$ cat src/rtl/post_target_initiator.sv
// Target-side POST port initiator: turns SYNC/OUTPUT/INPUT/CLEAR commands into timed
// testreq pulse groups and samples the box's testack reply on each pulse.
module post_target_initiator #(
    parameter int PWID_CYCLES  = 24,
    parameter int PGAP_CYCLES  = 24,
    parameter int BREAK_CYCLES = 1200,
    parameter int SAMPLE_DELAY = 5
) (
    input  logic       fpga_clock_48mhz,
    input  logic       reset_in_n,
    input  logic       cmd_valid,
    output logic       cmd_ready,
    input  logic [1:0] cmd_op,
    input  logic [7:0] cmd_data,
    output logic       rsp_valid,
    output logic       rsp_ok,
    output logic [7:0] rsp_data,
    output logic       testreq,
    input  logic       testack,
    output logic       busy
);
    localparam int MAX_AB  = (PWID_CYCLES > PGAP_CYCLES) ? PWID_CYCLES : PGAP_CYCLES;
    localparam int MAX_CYC = (MAX_AB > BREAK_CYCLES) ? MAX_AB : BREAK_CYCLES;
    localparam int TW      = (MAX_CYC > 1) ? $clog2(MAX_CYC) : 1;

    localparam logic [TW-1:0] T_PWID   = TW'(PWID_CYCLES - 1);
    localparam logic [TW-1:0] T_PGAP   = TW'(PGAP_CYCLES - 1);
    localparam logic [TW-1:0] T_BREAK  = TW'(BREAK_CYCLES - 1);
    localparam logic [TW-1:0] T_SAMPLE = TW'(PWID_CYCLES - SAMPLE_DELAY);

    localparam logic [1:0] OP_SYNC = 2'b00;
    localparam logic [1:0] OP_OUT  = 2'b01;
    localparam logic [1:0] OP_IN   = 2'b10;
    localparam logic [1:0] OP_CLR  = 2'b11;

    typedef enum logic [2:0] {IDLE, HIGH, GAP, BREAK, RESP} state_t;

    state_t          state_q;
    logic [TW-1:0]   timer_q;
    logic [3:0]      pulse_cnt_q;
    logic [2:0]      bit_cnt_q;
    logic [1:0]      op_q;
    logic [7:0]      data_q;
    logic [7:0]      shift_q;
    logic            data_phase_q;
    logic            ack_s1_q;
    logic            ack_s2_q;
    logic            ack_cap_q;
    logic            testreq_q;
    logic            cmd_ready_q;
    logic            rsp_valid_q;
    logic            rsp_ok_q;
    logic [7:0]      rsp_data_q;

    logic [3:0]      group_len;
    logic            group_last;

    // Pulses in the group currently being sent; OUTPUT data groups encode the bit in the count.
    always_comb begin
        group_len = 4'd4;
        if (data_phase_q) begin
            if (op_q == OP_IN)
                group_len = 4'd8;
            else
                group_len = data_q[7] ? 4'd1 : 4'd2;
        end else begin
            case (op_q)
                OP_OUT:  group_len = 4'd3;
                OP_CLR:  group_len = 4'd12;
                default: group_len = 4'd4;
            endcase
        end
    end

    assign group_last = ((pulse_cnt_q + 4'd1) == group_len);

    always_ff @(posedge fpga_clock_48mhz) begin
        if (!reset_in_n) begin
            state_q      <= IDLE;
            timer_q      <= '0;
            pulse_cnt_q  <= '0;
            bit_cnt_q    <= '0;
            op_q         <= OP_SYNC;
            data_q       <= '0;
            shift_q      <= '0;
            data_phase_q <= 1'b0;
            ack_s1_q     <= 1'b0;
            ack_s2_q     <= 1'b0;
            ack_cap_q    <= 1'b0;
            testreq_q    <= 1'b0;
            cmd_ready_q  <= 1'b1;
            rsp_valid_q  <= 1'b0;
            rsp_ok_q     <= 1'b0;
            rsp_data_q   <= '0;
        end else begin
            ack_s1_q    <= testack;
            ack_s2_q    <= ack_s1_q;
            rsp_valid_q <= 1'b0;
            case (state_q)
                IDLE, RESP: begin
                    if (cmd_valid) begin
                        op_q         <= cmd_op;
                        data_q       <= cmd_data;
                        shift_q      <= '0;
                        data_phase_q <= 1'b0;
                        pulse_cnt_q  <= '0;
                        bit_cnt_q    <= '0;
                        timer_q      <= T_PWID;
                        testreq_q    <= 1'b1;
                        cmd_ready_q  <= 1'b0;
                        state_q      <= HIGH;
                    end else begin
                        state_q <= IDLE;
                    end
                end
                HIGH: begin
                    if (timer_q == T_SAMPLE)
                        ack_cap_q <= ack_s2_q;
                    if (timer_q == '0) begin
                        testreq_q   <= 1'b0;
                        pulse_cnt_q <= pulse_cnt_q + 4'd1;
                        if (data_phase_q && op_q == OP_IN) begin
                            shift_q   <= {shift_q[6:0], ack_cap_q};
                            bit_cnt_q <= bit_cnt_q + 3'd1;
                        end
                        if (!group_last) begin
                            timer_q <= T_PGAP;
                            state_q <= GAP;
                        end else if (!data_phase_q && op_q == OP_IN && ack_cap_q) begin
                            // INPUT data pulses follow the status group after only a gap
                            data_phase_q <= 1'b1;
                            pulse_cnt_q  <= '0;
                            timer_q      <= T_PGAP;
                            state_q      <= GAP;
                        end else begin
                            timer_q <= T_BREAK;
                            state_q <= BREAK;
                        end
                    end else begin
                        timer_q <= timer_q - 1'b1;
                    end
                end
                GAP: begin
                    if (timer_q == '0) begin
                        testreq_q <= 1'b1;
                        timer_q   <= T_PWID;
                        state_q   <= HIGH;
                    end else begin
                        timer_q <= timer_q - 1'b1;
                    end
                end
                BREAK: begin
                    if (timer_q == '0) begin
                        pulse_cnt_q <= '0;
                        if (op_q == OP_OUT && !data_phase_q && ack_cap_q) begin
                            data_phase_q <= 1'b1;
                            testreq_q    <= 1'b1;
                            timer_q      <= T_PWID;
                            state_q      <= HIGH;
                        end else if (op_q == OP_OUT && data_phase_q && bit_cnt_q != 3'd7) begin
                            bit_cnt_q <= bit_cnt_q + 3'd1;
                            data_q    <= {data_q[6:0], 1'b0};
                            testreq_q <= 1'b1;
                            timer_q   <= T_PWID;
                            state_q   <= HIGH;
                        end else begin
                            // Failed status leaves ack_cap_q low, so this covers every op
                            bit_cnt_q   <= bit_cnt_q + 3'd1;
                            rsp_ok_q    <= data_phase_q | ack_cap_q;
                            rsp_data_q  <= (op_q == OP_IN && data_phase_q) ? shift_q : 8'h00;
                            rsp_valid_q <= 1'b1;
                            cmd_ready_q <= 1'b1;
                            state_q     <= RESP;
                        end
                    end else begin
                        timer_q <= timer_q - 1'b1;
                    end
                end
                default: begin
                    state_q     <= IDLE;
                    testreq_q   <= 1'b0;
                    cmd_ready_q <= 1'b1;
                end
            endcase
        end
    end

    assign testreq   = testreq_q;
    assign cmd_ready = cmd_ready_q;
    assign busy      = ~cmd_ready_q;
    assign rsp_valid = rsp_valid_q;
    assign rsp_ok    = rsp_ok_q;
    assign rsp_data  = rsp_data_q;

endmodule

$ cat config.mk
export PLATFORM = sky130hd
export DESIGN_NAME = post_target_initiator
export DESIGN_NICKNAME = d
export VERILOG_FILES = /design/src/rtl/post_target_initiator.sv
export SDC_FILE = /design/constraint.sdc
export NUM_CORES = 1
export LEC_CHECK = 0
export CAP_MARGIN = 5
export CELL_PAD_IN_SITES_DETAIL_PLACEMENT = 2
export CELL_PAD_IN_SITES_GLOBAL_PLACEMENT = 2
export CORE_MARGIN = 1.5
export CORE_UTILIZATION = 36
export CTS_CLUSTER_DIAMETER = 40
export DETAILED_ROUTE_END_ITERATION = 10
export GPL_TIMING_DRIVEN = 0
export PLACE_DENSITY = 0.9
export SLEW_MARGIN = 5
export SYNTH_ARGS = -nofsm -noshare
export SYNTH_HDL_FRONTEND = slang
export SYNTH_SLANG_ARGS = --single-unit
$ cat constraint.sdc
create_clock -name fpga_clock_48mhz -period 3 [get_ports fpga_clock_48mhz]
set_input_delay 0.6 -clock fpga_clock_48mhz [delete_from_list [all_inputs] [get_ports fpga_clock_48mhz]]
set_output_delay 0.6 -clock fpga_clock_48mhz [all_outputs]
set_load 0.005 [all_outputs]
* Yosys cells after proc, flatten, opt, wreduce, memory -nomap -nowiden
Cells that the tools add are included.
** Word-level totals
- Register bits after elaboration :: 55
- Input port bits :: 14
- Output and inout port bits :: 13
- Logic and storage cells :: 142
** Cells by class
- Add/sub/neg operators :: 3
- Eq/ne operators :: 23
- Mux-type cells :: 63
- Bitwise logic cells :: 8
- Reduce and logical (&&, ||, !) cells :: 29
** Operators by type and width (number)
- $mux W11 :: 8
- $mux W8 :: 8
- $pmux W11 S4 :: 1
- $pmux W8 S2 :: 2
- $mux W3 :: 10
- $mux W4 :: 7
- $ne A2 B2 Y1 const B :: 11
- $mux W1 :: 19
- $reduce_and A5 Y1 :: 3
- $pmux W3 S4 :: 1
- $pmux W4 S3 :: 1
- $reduce_and A4 Y1 :: 3
- $eq A11 B5 Y1 const B :: 1
- $logic_not A11 Y1 :: 1
- $sub A11 B1 Y11 const B :: 1
- $pmux W3 S3 :: 1
- $pmux W4 S2 :: 1
- $logic_and A1 B1 Y1 :: 7
- $not A1 Y1 :: 7
- $reduce_and A7 Y1 :: 1
- $eq A3 B2 Y1 const B :: 2
- $ne A3 B3 Y1 const B :: 2
- $pmux W1 S3 :: 2
- $reduce_and A3 Y1 :: 2
- 20 further kinds :: 24

* Depth between registers and ports, before layout
- Depth after elaboration :: 7
- Depth in mapped cells :: 10
- Depth with buffers taken out :: 8

* Least setup slack after synthesis
No wires, ideal clock.
- Path type :: reg-to-reg
- From :: reg timer_q[0]
- To :: reg timer_q[3]
- Setup time :: 120 ps
- Data arrival time :: 1766 ps
- Data required time :: 2880 ps
- Slack :: 1114 ps
- Cell stages (with the launch flop) :: 10
- Path buffers :: 2
- Clock period less this slack :: 1886 ps
- Cells stage by stage :: dfxtp_1 -> inv_1 -> ha_1 -> and4_1 -> buf_4 -> and2_1 -> buf_6 -> a21oi_4 -> a21boi_1 -> o31a_1
** Between the ends
- Longest elaborated chain between the ends :: 3
- Elaborated cells between the ends (all ways) :: 8
** Ends and longest elaborated chain
- start, declared :: line 39 : logic [TW-1:0] timer_q;
- start signal, assigned :: line 140 : timer_q <= timer_q - 1'b1;
- start signal, assigned :: line 149 : timer_q <= timer_q - 1'b1;
- start signal, assigned :: line 176 : timer_q <= timer_q - 1'b1;
- $sub A11 B1 Y11 / $logic_not A11 Y1 (equally long branches)
- $mux W11 (tied with other cells) :: line 153 : if (timer_q == '0) begin
- $pmux W11 S4 / $reduce_and A3 Y1 (equally long branches)
Several ways; a longest one is shown, not always the timed one.
A chain may end at the register's enable or synchronous reset.

* Worst setup path after layout
- From :: reg timer_q[0]
- To :: reg testreq_q (netlist: testreq)
** Between the ends
- Longest elaborated chain between the ends :: 3
- Elaborated cells between the ends (all ways) :: 5
** Ends and longest elaborated chain
- $logic_not A11 Y1 * :: line 119, 144, 153
- $ne A2 B2 Y1 (no source line)
- $reduce_and A5 Y1 (no source line) *
- end signal, assigned :: line 120 : testreq_q <= 1'b0;
- end signal, assigned :: line 145 : testreq_q <= 1'b1;
- end signal, assigned :: line 157 : testreq_q <= 1'b1;
- end, declared :: line 49 : logic testreq_q;
Every way passes the cells marked *; elsewhere a longest branch is shown, timed or not.

==> summary.txt <==
Run status
  • Run status: completed

Power and ir drop
  • P_leak: 0.00115 uW
  • Power, Total: 2650 uW
  • Power density over cell area: 815 mW/mm2
  • Combinational power share: 0.467
  • Int Pwr: ~1500 uW
  • Switching part of the total power: 0.449
  • Net load switching power: roughly 1200 uW
  • Max VDD drop: roughly 250 uV
  • Power share of the clock group: 0.168
  • Relative contribution of sequential cells to total power: 0.365

Routing
  • Iteration-0 DRC count of the detailed router: 75
  • Count of vias placed by the detailed router: about 2600
  • DRC: 0
  • Routed wl met3: about 160 um
  • Final ANT Viol Nets: 0
  • Number of search-and-repair iterations in the first detailed-routing pass: 4
  • Detailed route wirelength on metal2: approximately 4400 um
  • Top sig layer: met4
  • Average detailed-routed wire length per instance: between 15 and 20 um
  • Final Routed Wirelength: about 8500 um
  • Via density per instance: around 5.5
  • DRT met1 WL: just under 4000 um

Clock tree
  • Clock transition at the registers of the reported paths: roughly 0.10 ns
  • Post-CTS setup buffer count: 0
  • Sink Count: 55
  • Insertion delay of the later-clocked pin in the worst-skew pair: about 0.32 ns
  • CTS Buf Count: 5
  • Deepest clock path buffer count: 2
  • Clock tree from TritonCTS: built
  • H-tree lvl count: 2
  • Number of hold-repair buffers added at the cts stage: 0
  • CTS resizes: 0
  • Clock root buffer master: sky130_fd_sc_hd__clkbuf_8

STA
  • Hold Slack: ~0.46 ns
  • Maximum clock rate: 435 MHz
  • Post-layout worst setup margin: about 0.70 ns
  • Final number of hold-violating endpoints: 0
  • Worst-case clock skew: 0.0117 ns
  • Worst Max-Slew Pin Slew: around 0.67 ns
  • Endpoints failing setup: 0
  • Setup repair after global routing missed its margin: false
  • Max-slew violation count: 0
  • Worst-case headroom to the max-slew limit: 0.555
  • Total negative slack: 0 ns
  • Tmin final: 2.30 ns
  • Post-route clock period utilization: 0.767

Floorplanning
  • Total I/O pin count: 27
  • Site Rows: 31
  • Die Span Y: approximately 90 um
  • Horizontal die dimension: roughly 90 um
  • Area of the core: roughly 0.0074 mm2
  • Die outline area: a little over 0.008 mm2
  • Initial Utilization: 0.377

Hold path
  • Hold path cells: 1
  • Min-delay src: ack_s1_q
  • Class of the worst hold path: reg2reg

Logic synthesis
  • Syn Nets: between 300 and 400
  • Dominant combinational cell family by area after synthesis: simple AND/OR/NAND/NOR gates
  • EDFF count, synth: 0
  • Adder and majority gate portion of the synthesized area: 0.0271
  • Yosys warns: 0
  • Mapped Avg Cell Area: approximately 8.0 um2
  • Distinct cell type count of the synthesized netlist: 53
  • Post-synthesis compound-gate area fraction: 0.209
  • Share of cell area taken by muxes after synthesis: 0.0185
  • Async set-or-reset flop fraction in the synthesized netlist: 0
  • Synth Register Bits: between 50 and 60
  • Post-Synthesis Cell Area: approximately 0.0028 mm2
  • Synthesized instance count: approximately 350
  • Predominant post-synthesis flop cell: sky130_fd_sc_hd__dfxtp_1
  • XOR/XNOR share of the synthesized area: 0.00631
  • Sequential share of the synthesized area: 0.397
  • Share of synthesized cell area in and, or, nand and nor gates: 0.292

Setup path
  • Largest incremental delay on the critical path: roughly 0.4 ns
  • Data arrival time at the worst-slack endpoint: 2.51 ns
  • Worst path buffer plus inverter count: 3
  • Slowest-stage cell, CP: sky130_fd_sc_hd__nor2_1
  • Max Fanout on Critical Path: 10
  • CP Depth: 8
  • Startpoint of the lowest-slack register-to-register path: timer_q[0]
  • Required time at the worst-slack endpoint: about 3.2 ns
  • Worst Setup Path Type: reg2reg
  • Logic depth of the worst register-to-register path: 8
  • Launch point of the critical path: timer_q[0]
  • Largest delay contributor family on the critical path: simple AND/OR/NAND/NOR gates
  • Sort of element at the start of the critical path: register
  • Cell chain of the critical path: inv_1, ha_1, and4_1, buf_4, nor2_1, buf_2, nor3_1, o221a_2
  • Critical Path End Type: register

GRT
  • Via count of the first global-routing pass: 2843
  • GRT Total Usage: 0.218
  • Wire length of the first global-routing pass: ~14000 um
  • Global-route congestion overflow total: 0
  • Initial antenna violation count: 0
  • Largest net degree at the start of global routing: 20

Cells and area
  • Fraction of layout cells with a size suffix above 1: 0.0871
  • Growth of design area from synthesis to finish: 17.3%
  • Ant. Diodes: 0
  • Layout net count: roughly 400

Placed design
  • Worst setup slack before clock tree synthesis: about 0.38 ns
  • Placed wire-length estimate: 6290 um
  • Count of buffers inserted at the top-level ports: 26
  • Final weighted congestion in routability-driven placement: 0.811

Job
  • Max Cap Viol: 0
-- routing by layer --
metal	up-vias	GRT usage
li1	1287	-
met1	1283	0.265
met2	30	0.396
met3	9	0.0320
met4	0	0.0599
met5	-	0
-- power groups by stage --
stage	Combinational, uW	Sequential, uW	Clock, uW
floorplan	886	950	0
global placement	1160	972	0
detailed placement	1230	984	0
CTS	1250	969	462
global route	1360	986	488
finish	1240	970	446
-- worst paths after layout --
kind                            endpoint  slack [ns]
worst max-delay path             testreq        0.70
worst min-delay path            ack_s2_q        0.46
worst max register to register   testreq        0.70
worst min register to register  ack_s2_q        0.46
-- synth_stat cells, types with 5 or more instances --
master                     number  area, um2
sky130_fd_sc_hd__o21ai_0        9       45.0
sky130_fd_sc_hd__clkbuf_1      12       45.0
sky130_fd_sc_hd__a21oi_1       35        175
sky130_fd_sc_hd__a31oi_1        6       37.5
sky130_fd_sc_hd__ha_1           6       75.1
sky130_fd_sc_hd__nor3b_1        6       45.0
sky130_fd_sc_hd__nand2b_1       6       37.5
sky130_fd_sc_hd__nand3_1       20        100
sky130_fd_sc_hd__a311oi_1       6       52.6
sky130_fd_sc_hd__buf_2          5       25.0
sky130_fd_sc_hd__nor2_1        45        169
sky130_fd_sc_hd__o211ai_1       6       45.0
sky130_fd_sc_hd__nor3_1        11       55.1
sky130_fd_sc_hd__inv_1          6       22.5
sky130_fd_sc_hd__dfxtp_1       55       1100
sky130_fd_sc_hd__nand2_1       45        169
-- worst register-to-register path, cell delays in order (launching register included) --
cell	delay, ns
sky130_fd_sc_hd__dfxtp_1	0.38
sky130_fd_sc_hd__inv_1	0.12
sky130_fd_sc_hd__ha_1	0.27
sky130_fd_sc_hd__and4_1	0.17
sky130_fd_sc_hd__buf_4	0.17
sky130_fd_sc_hd__nor2_1	0.40
sky130_fd_sc_hd__buf_2	0.33
sky130_fd_sc_hd__nor3_1	0.09
sky130_fd_sc_hd__o221a_2	0.27
-- cell type report --
cell class	instances	area, um2
Clock inverter	3	27.5
Timing Repair Buffer	26	260
Inverter	7	26.3
Tap cell	99	124
Fill cell	814	4110
Clock buffer	5	68.8
Sequential cell	55	1100
Buffer	22	115
Multi-Input combinational cell	261	1530
-- cells in the final DEF (no fill, tap or decap), types with 9 or more instances in the layout --
cell type / instances
sky130_fd_sc_hd__a21oi_1: 35
sky130_fd_sc_hd__nand3_1: 20
sky130_fd_sc_hd__o21ai_0: 9
sky130_fd_sc_hd__clkbuf_1: 12
sky130_fd_sc_hd__nor3_1: 11
sky130_fd_sc_hd__nor2_1: 45
sky130_fd_sc_hd__dfxtp_1: 55
sky130_fd_sc_hd__nand2_1: 45
sky130_fd_sc_hd__clkdlybuf4s50_1: 26
-- stage by stage --
stage,std cells,utilization,area [um2]
global placement,470,0.429,3160
CTS,478,0.442,3260
global route,478,0.442,3260
detailed placement,470,0.429,3160
finish,478,0.442,3260
floorplan,345,-,2780
-- state kept, by name (all words and copies together), names as in the netlist, 2 cells and up --
register     cells
rsp_data         8
shift_q          8
timer_q         11
op_q             2
data_q           8
pulse_cnt_q      4
bit_cnt_q        3
state_q          3
-- cell families (layout without fill, tap and decap cells) --
| logic type | count (synthesis) | count (layout) |
|---|---|---|
| compound gates | 85 | 85 |
| mux | 5 | 5 |
| buf+inv | 29 | 63 |
| flops | 55 | 55 |
| simple gates | 163 | 163 |
| fa+ha+maj | 6 | 6 |
| xor+xnor | 2 | 2 |
(Power assumes the default switching activity.)
